==> src/rtl/types_pkg.sv <==
// Shared instruction-memory types plus the arbiter's state and owner encodings.
//   address_t    : word address of the instruction memory
//   word_t       : memory data word
//   MEM_SIZE     : number of words in the instruction memory
//   arb_state_e  : S_SHARED (fetch has priority) / S_LOCK (port parked for the loader)
//   imem_owner_e : which requester gets the read data returned next cycle
package types_pkg;

   localparam int unsigned MEM_SIZE = 1024;

   typedef logic [15:0] address_t;
   typedef logic [31:0] word_t;

   typedef enum logic [0:0] {
      S_SHARED = 1'b0,
      S_LOCK   = 1'b1
   } arb_state_e;

   typedef enum logic [1:0] {
      OWN_NONE  = 2'd0,
      OWN_FETCH = 2'd1,
      OWN_LOAD  = 2'd2
   } imem_owner_e;

endpackage

==> src/rtl/imem_arb_perf.sv <==
// Saturating performance counter bank for the instruction-memory arbiter.
// Only instantiated when IMEM_ARB_PERF_EN is defined.
//   clk, rst_n    : clock, asynchronous active-low reset
//   f_gnt_i       : fetch grant this cycle
//   l_gnt_i       : loader grant this cycle
//   stall_i       : fetch requested but not granted this cycle
//   perf_fetch_o  : number of fetch grants
//   perf_load_o   : number of loader grants
//   perf_stall_o  : number of fetch stall cycles
module imem_arb_perf #(
   parameter int unsigned CNT_W = 16
) (
   input  logic             clk,
   input  logic             rst_n,
   input  logic             f_gnt_i,
   input  logic             l_gnt_i,
   input  logic             stall_i,
   output logic [CNT_W-1:0] perf_fetch_o,
   output logic [CNT_W-1:0] perf_load_o,
   output logic [CNT_W-1:0] perf_stall_o
);

   logic [CNT_W-1:0] fetch_q, load_q, stall_q;

   always_ff @(posedge clk or negedge rst_n) begin
      if (!rst_n) begin
         fetch_q <= '0;
         load_q  <= '0;
         stall_q <= '0;
      end else begin
         if (f_gnt_i && (fetch_q != '1)) fetch_q <= fetch_q + 1'b1;
         if (l_gnt_i && (load_q != '1))  load_q  <= load_q + 1'b1;
         if (stall_i && (stall_q != '1)) stall_q <= stall_q + 1'b1;
      end
   end

   assign perf_fetch_o = fetch_q;
   assign perf_load_o  = load_q;
   assign perf_stall_o = stall_q;

endmodule

==> src/rtl/imem_port_arbiter.sv <==
// Shares the single instruction-memory port between the core fetch unit and a
// program loader/debug port. Fetch has priority; a loader denied STARVE_LIMIT
// consecutive cycles is forced a grant. A granted loader access with l_lock_i
// set parks the fetch side until l_lock_i is sampled low. Read data (1-cycle
// latency) is routed to whichever requester issued the read.
// Optional feature: define IMEM_ARB_PERF_EN to add the perf_* counter ports.
//   clk, rst_n                        : clock, asynchronous active-low reset
//   f_req_i/f_addr_i                  : fetch read request and word address
//   f_gnt_o/f_rvalid_o/f_rdata_o      : fetch grant, read-data valid, read data
//   l_req_i/l_we_i/l_addr_i/l_wdata_i : loader request, write enable, address, data
//   l_lock_i                          : loader wants exclusive ownership of the port
//   l_gnt_o/l_rvalid_o/l_rdata_o      : loader grant, read-data valid, read data
//   mem_en_o/mem_we_o/mem_addr_o/mem_wdata_o/mem_rdata_i : memory port
//   perf_fetch_o/perf_load_o/perf_stall_o : counters (IMEM_ARB_PERF_EN only)
module imem_port_arbiter
   import types_pkg::*;
#(
   parameter int unsigned STARVE_LIMIT = 8,
   parameter int unsigned CNT_W        = 16
) (
   input  logic             clk,
   input  logic             rst_n,
   input  logic             f_req_i,
   input  address_t         f_addr_i,
   output logic             f_gnt_o,
   output logic             f_rvalid_o,
   output word_t            f_rdata_o,
   input  logic             l_req_i,
   input  logic             l_we_i,
   input  address_t         l_addr_i,
   input  word_t            l_wdata_i,
   input  logic             l_lock_i,
   output logic             l_gnt_o,
   output logic             l_rvalid_o,
   output word_t            l_rdata_o,
   output logic             mem_en_o,
   output logic             mem_we_o,
   output address_t         mem_addr_o,
   output word_t            mem_wdata_o,
`ifdef IMEM_ARB_PERF_EN
   output logic [CNT_W-1:0] perf_fetch_o,
   output logic [CNT_W-1:0] perf_load_o,
   output logic [CNT_W-1:0] perf_stall_o,
`endif
   input  word_t            mem_rdata_i
);

   if (STARVE_LIMIT < 1) begin : gen_chk_starve
      $error("imem_port_arbiter: STARVE_LIMIT must be >= 1");
   end
   if (CNT_W < 1) begin : gen_chk_cnt
      $error("imem_port_arbiter: CNT_W must be >= 1");
   end

   localparam int unsigned StW = $clog2(STARVE_LIMIT + 1);
   localparam logic [StW-1:0] StarveMax = StW'(STARVE_LIMIT);

   arb_state_e  state_q, state_d;
   imem_owner_e owner_q, owner_d;
   logic [StW-1:0] starve_q, starve_d;
   word_t       f_hold_q, l_hold_q;
   logic        starve_hit;

   assign starve_hit = (starve_q == StarveMax);

   // Grants are gated by rst_n so nothing reaches the memory while in reset.
   always_comb begin
      f_gnt_o = 1'b0;
      l_gnt_o = 1'b0;
      if (rst_n) begin
         if (state_q == S_LOCK) begin
            l_gnt_o = l_req_i;
         end else begin
            l_gnt_o = l_req_i && (!f_req_i || starve_hit);
            f_gnt_o = f_req_i && !l_gnt_o;
         end
      end
   end

   always_comb begin
      mem_en_o    = f_gnt_o | l_gnt_o;
      mem_we_o    = l_gnt_o & l_we_i;
      mem_addr_o  = '0;
      mem_wdata_o = '0;
      if (l_gnt_o) begin
         mem_addr_o  = l_addr_i;
         mem_wdata_o = l_wdata_i;
      end else if (f_gnt_o) begin
         mem_addr_o  = f_addr_i;
      end
   end

   always_comb begin
      state_d  = state_q;
      owner_d  = OWN_NONE;
      starve_d = starve_q;

      if (f_gnt_o)                owner_d = OWN_FETCH;
      else if (l_gnt_o && !l_we_i) owner_d = OWN_LOAD;

      if (!l_req_i || l_gnt_o)    starve_d = '0;
      else if (!starve_hit)       starve_d = starve_q + 1'b1;

      unique case (state_q)
         S_SHARED: if (l_gnt_o && l_lock_i) state_d = S_LOCK;
         S_LOCK:   if (!l_lock_i)           state_d = S_SHARED;
         default:                           state_d = S_SHARED;
      endcase
   end

   always_ff @(posedge clk or negedge rst_n) begin
      if (!rst_n) begin
         state_q  <= S_SHARED;
         owner_q  <= OWN_NONE;
         starve_q <= '0;
         f_hold_q <= '0;
         l_hold_q <= '0;
      end else begin
         state_q  <= state_d;
         owner_q  <= owner_d;
         starve_q <= starve_d;
         if (owner_q == OWN_FETCH) f_hold_q <= mem_rdata_i;
         if (owner_q == OWN_LOAD)  l_hold_q <= mem_rdata_i;
      end
   end

   // The owner sees live memory data; the other side keeps its last word.
   assign f_rvalid_o = (owner_q == OWN_FETCH);
   assign l_rvalid_o = (owner_q == OWN_LOAD);
   assign f_rdata_o  = f_rvalid_o ? mem_rdata_i : f_hold_q;
   assign l_rdata_o  = l_rvalid_o ? mem_rdata_i : l_hold_q;

`ifdef IMEM_ARB_PERF_EN
   imem_arb_perf #(
      .CNT_W (CNT_W)
   ) u_perf (
      .clk          (clk),
      .rst_n        (rst_n),
      .f_gnt_i      (f_gnt_o),
      .l_gnt_i      (l_gnt_o),
      .stall_i      (f_req_i && !f_gnt_o),
      .perf_fetch_o (perf_fetch_o),
      .perf_load_o  (perf_load_o),
      .perf_stall_o (perf_stall_o)
   );
`endif

endmodule
==> config.mk <==
export PLATFORM = sky130hd
export DESIGN_NAME = imem_port_arbiter
export DESIGN_NICKNAME = d
export VERILOG_FILES = /design/src/rtl/types_pkg.sv /design/src/rtl/imem_arb_perf.sv /design/src/rtl/imem_port_arbiter.sv
export SDC_FILE = /design/constraint.sdc
export NUM_CORES = 1
export LEC_CHECK = 0
export ABC_AREA = 1
export CAP_MARGIN = 20
export CORE_UTILIZATION = 33
export DETAILED_ROUTE_END_ITERATION = 8
export HOLD_SLACK_MARGIN = 0.05
export PLACE_DENSITY = 0.75
export SYNTH_ARGS = -nofsm -noshare
export SYNTH_HDL_FRONTEND = slang
export SYNTH_SLANG_ARGS = --single-unit
==> constraint.sdc <==
create_clock -name clk -period 2.6 [get_ports clk]
set_input_delay 0.39 -clock clk [delete_from_list [all_inputs] [get_ports clk]]
set_output_delay 0.39 -clock clk [all_outputs]
set_load 0.005 [all_outputs]
-- Word level (Yosys, flattened, before mapping)
Index checks and enable logic that the tools add are counted.
- add/sub/neg operators: 1
- equal/unequal tests: 4
- multiplexer cells: 16
- bitwise logic cells: 3
- reduce and logical (&&, ||, !) cells: 10
- operators by type and width (cell ; number):
    $mux W32 ; 3
    $mux W16 ; 2
    $mux W4 ; 2
    $mux W1 ; 6
    $add A4 B1 Y4 const B ; 1
    $eq A4 B4 Y1 const B ; 1
    $logic_and A1 B1 Y1 ; 4
    $logic_not A1 Y1 ; 4
    $mux W2 ; 2
    $eq A2 B1 Y1 const B ; 1
    $eq A2 B2 Y1 const B ; 1
    $logic_or A1 B1 Y1 ; 2
    $ne A2 B1 Y1 const B ; 1
    $pmux W1 S2 ; 1
    $and A1 B1 Y1 ; 1
    $not A1 Y1 ; 1
    $or A1 B1 Y1 ; 1
- flip-flop bits (word level): 71
- input port bits: 102
- output and inout bits: 118

-- Depth between registers and ports, before layout
- word-level depth: 9
- depth in mapped cells: 8
- mapped depth without buffers: 8

-- Worst setup path before layout
No wires, ideal clock.
- kind: flip-flop to output port
- from: register starve_q[0]
- to: output port mem_wdata_o[15]
- arrival time: 1.268 ns
- required time: 2.210 ns
- setup slack: 0.942 ns
- stages on the path, launching flop included: 9
- buffers on the path: 2
- path through: dfrtp_1 -> inv_1 -> ha_1 -> nand3_4 -> nand2_4 -> nand2_4 -> buf_6 -> buf_12 -> nor2_4
- longest elaborated chain between the ends: 6
- ends and longest elaborated chain (item ; line ; text):
    start: declaration ; imem_port_arbiter.sv:60 ; logic [StW-1:0] starve_q, starve_d;
    start signal: assignment ; imem_port_arbiter.sv:121 ; starve_q <= starve_d;
    $eq A4 B4 Y1 ; imem_port_arbiter.sv:64 ; assign starve_hit = (starve_q == StarveMax);
    $logic_or A1 B1 Y1 ; imem_port_arbiter.sv:74 ; l_gnt_o = l_req_i && (!f_req_i || starve_hit);
    $logic_and A1 B1 Y1 ; imem_port_arbiter.sv:74 ;
    $mux W1 ; imem_port_arbiter.sv:71 ; if (state_q == S_LOCK) begin
    $mux W1 ; imem_port_arbiter.sv:70 ; if (rst_n) begin
    $mux W32 ; imem_port_arbiter.sv:85 ; if (l_gnt_o) begin
    end: declaration ; imem_port_arbiter.sv:39 ; output word_t mem_wdata_o,
Every way passes these cells.

-- Worst setup path in the final report
- from: register starve_q[1]
- to: output port mem_addr_o[10]
- longest elaborated chain between the ends: 9
- elaborated cells on any way between the ends: 11
- classes of those cells: eq/ne (1); mux (6); reduce/logical (4)
- ends and longest elaborated chain (item ; line ; text):
    $eq A4 B4 Y1 (*) ; imem_port_arbiter.sv:64 ;
    $logic_or A1 B1 Y1 (*) ; imem_port_arbiter.sv:74 ;
    $logic_and A1 B1 Y1 (*) ; imem_port_arbiter.sv:74 ;
    $logic_not A1 Y1 ; imem_port_arbiter.sv:75 ; f_gnt_o = f_req_i && !l_gnt_o;
    $logic_and A1 B1 Y1 ; imem_port_arbiter.sv:75 ;
    $mux W1 ; imem_port_arbiter.sv:71 ;
    $mux W1 ; imem_port_arbiter.sv:70 ;
    $mux W16 ; imem_port_arbiter.sv:88 ; end else if (f_gnt_o) begin
    $mux W16 (*) ; imem_port_arbiter.sv:85 ;
    end: declaration ; imem_port_arbiter.sv:38 ; output address_t mem_addr_o,
Mark *: on every way between the ends. The rest lies on a longest branch, timed or not.

==> flow_metrics.env <==
export IMPL_status="finished, final reports clean"
export IMPL_cp_end_kind="output pin"
export IMPL_place_gp_congestion=0.908
export IMPL_synth_seq_cells=71
export IMPL_hpwlAfterDp_um=8810
export IMPL_placed_area_um2=5740
export IMPL_drv_cap=0
export IMPL_crit_arrival_ns=2.10
export IMPL_drive_gt1_share_pct=8.86
export IMPL_final_cell_area_um2=6040
export IMPL_fin_skew_ns=0.00707
export IMPL_synth_fp_nets=517
export IMPL_synth_area_leader_cell="dfrtp_1"
export IMPL_grt_antenna_before_repair=0
export IMPL_required_ns=2.21
export IMPL_use_met2_pct=37.0
export IMPL_ir_drop_mv=0.273
export IMPL_final_util_pct=61.5
export IMPL_routed_wl_um=11100
export IMPL_clk_latency_ns=0.34
export IMPL_p_per_area_nw_per_um2=596
export IMPL_die_width_um=103
export IMPL_grt_max_degree=49
export IMPL_fmax_ghz=0.402
export IMPL_coreArea_um2=9820
export IMPL_grt_overflow_total=0
export IMPL_diodes=0
export IMPL_htreeDepth=3
export IMPL_period_share_pct=95.6
export IMPL_port_buffers=219
export IMPL_dr_pass1_iters=4
export IMPL_start_util_pct=34.2
export IMPL_ys_seq_area_share_pct=52.9
export IMPL_synthDominantCellAreaShare_pct=52.9
export IMPL_setup_tns_ns=0
export IMPL_synth_area_per_cell_um2=8.13
export IMPL_busiest_layer="met2"
export IMPL_vias=3516
export IMPL_dieHeight_um=103
export IMPL_io_pins=220
export IMPL_yosys_cell_types_count=22
export IMPL_finalSetupViolCount=0
export IMPL_die_area_um2=10600
export IMPL_yosys_warnings=0
export IMPL_relSlewSlack_pct=60.3
export IMPL_slew_viol_final=0
export IMPL_cts_tree="yes"
export IMPL_n_fill_cell=836
export IMPL_grt_pass1_wl_um=16600
export IMPL_ff2ff_setup_slack_ns=1.23
export IMPL_hold_class="input port to async pin"
export IMPL_drtAntennaViolNets=0
export IMPL_use_met1_pct=21.4
export IMPL_tightestPinTransition_ns=0.595
export IMPL_syn_cell_area_um2=3360
export IMPL_synthCells=413
export IMPL_cts_made_buffers=9
export IMPL_clk_path_buf_depth=2
export IMPL_clock_sinks=71
export IMPL_grt_use_total_pct=20.9
export IMPL_grt_pass1_vias=3498
export IMPL_post_route_drc_count=0
export IMPL_power_leakage_nw=2.95
export IMPL_crit_type="register to output pin"
export IMPL_synthToLayoutAreaGrowth_pct=79.9
export IMPL_clk_pin_slew_ns=0.08
export IMPL_fp_row_count=36
export IMPL_cp_start_kind="register"
export IMPL_hold_viol_final=0
export IMPL_grt_use_met3_pct=7.12
export IMPL_drt_iter0_drc=81
export IMPL_crit_path_max_fanout=16
export IMPL_nNetsFinal=742
export IMPL_vias_per_cell=4.53
export IMPL_synthTopCellsByArea="dfrtp_1 53%, nand2_1 10%, inv_1 8.4%, o21ai_0 8.1%, nand3_1 5.2%"
export IMPL_post_drt_wl_per_cell_um=14.3
export IMPL_cts_root_buf="clkbuf_8"
export IMPL_min_period_ns=2.49
==> cells in the final DEF, fill, tap and decap left out <==
cell type and instances:
buf_12 4, buf_2 1, nor2_4 9, ha_1 1, nand2_2 2, clkbuf_8 9, ha_4 1, a21oi_1 1
bufinv_16 3, inv_1 73, inv_6 1, xor2_1 2, nand3_4 1, o21ai_0 49, nand2_1 91, or2_4 1
clkinvlp_4 1, inv_2 5, dlymetal6s2s_1 2, clkdlybuf4s50_1 216, clkinv_2 1, nor2_1 30, nand2_4 3, o21ai_1 15
buf_4 13, dfrtp_1 71, nand3_1 35, clkinv_4 1, nor2_2 1
==> synthesized netlist by cell type <==
library cell,instances
nor2_4,8
nand2_4,2
xor2_1,2
o21ai_0,54
nor2_2,2
clkbuf_2,2
inv_1,75
nand3_4,1
clkbuf_1,5
nand3_1,35
buf_6,1
a21oi_1,1
inv_2,3
nand2_2,2
nor2_1,30
ha_1,2
dfrtp_1,71
buf_2,13
buf_12,1
nand2_1,92
or2_1,1
o21ai_1,10
==> worst paths after layout <==
kind / start / endpoint / cells past startpoint
worst max register to register: starve_q[0] / starve_q[0] / 8
worst max-delay path: starve_q[1] / mem_addr_o[10] / 8
max in group asynchronous: rst_n / l_hold_q[22] / 2
worst min-delay path: rst_n / l_hold_q[29] / 2
min in group clk: f_hold_q[17] / f_hold_q[17] / 2
worst min register to register: f_hold_q[17] / f_hold_q[17] / 2
==> critical path, cell delays in order (launching register included) <==
cell             delay [ns]
dfrtp_1                0.43
inv_2                  0.09
ha_4                   0.14
nand3_4                0.10
nand2_4                0.09
buf_4                  0.21
nand3_1                0.11
nand2_1                0.08
clkdlybuf4s50_1        0.51
==> layout make-up <==
type                    count  area (um2)  area share [%]
well taps                 133         166            2.76
inverters                  78         293            4.85
flip-flops and latches     71        1780            29.4
repair buffers            236        2370            39.2
clock buffers               9         124            2.05
multi-input cells         242        1190            19.7
clock inverters             7         120            1.99
==> cell families after synthesis <==
kind of cell    after synthesis  share of synthesized area [%]
flops                        71                           52.9
buf+inv                     100                           12.4
fa+ha+maj                     2                          0.745
compound gates               65                           9.69
xor+xnor                      2                          0.522
simple gates                173                           23.7
==> power breakdown <==
group | switching, mW | total, mW | internal [mW]
Clock | 0.415 | 1.06 | 0.640
Sequential | 0.0648 | 1.39 | 1.32
Combinational | 0.458 | 1.15 | 0.695
==> routing by layer <==
metal | vias up | part of all wire (%)
met5 | - | 0
met4 | 0 | 4.0
met3 | 31 | 9.3
met2 | 169 | 51
met1 | 1607 | 35
li1 | 1709 | -
==> sequential cells by signal, indices dropped and copies added (netlist names) <==
signal	flops
state_q	1
f_hold_q	32
starve_q	4
owner_q	2
l_hold_q	32
==> timing repair <==
| item | in CTS | in global routing |
|---|---|---|
| buffers inserted | 0 | 4 |
| pin swaps | 0 | 2 |
| hold buffers | 0 | 0 |
| resized for setup | 2 | 13 |
| endpoints found under the setup margin | 8 | 71 |
==> per-stage QoR <==
stage	hold WS [ns]	std cells	setup slack, ns	power, mW
after floorplan	0.0944	413	0.942	1.76
after global placement	0.443	756	0.176	2.53
after detailed placement	0.450	756	0.170	2.56
after CTS	0.0762	772	0.00632	3.63
after global routing	0.0808	776	-0.0439	3.83
final	0.0767	776	0.114	3.60
Note: power is estimated with default switching activity, not from simulation.
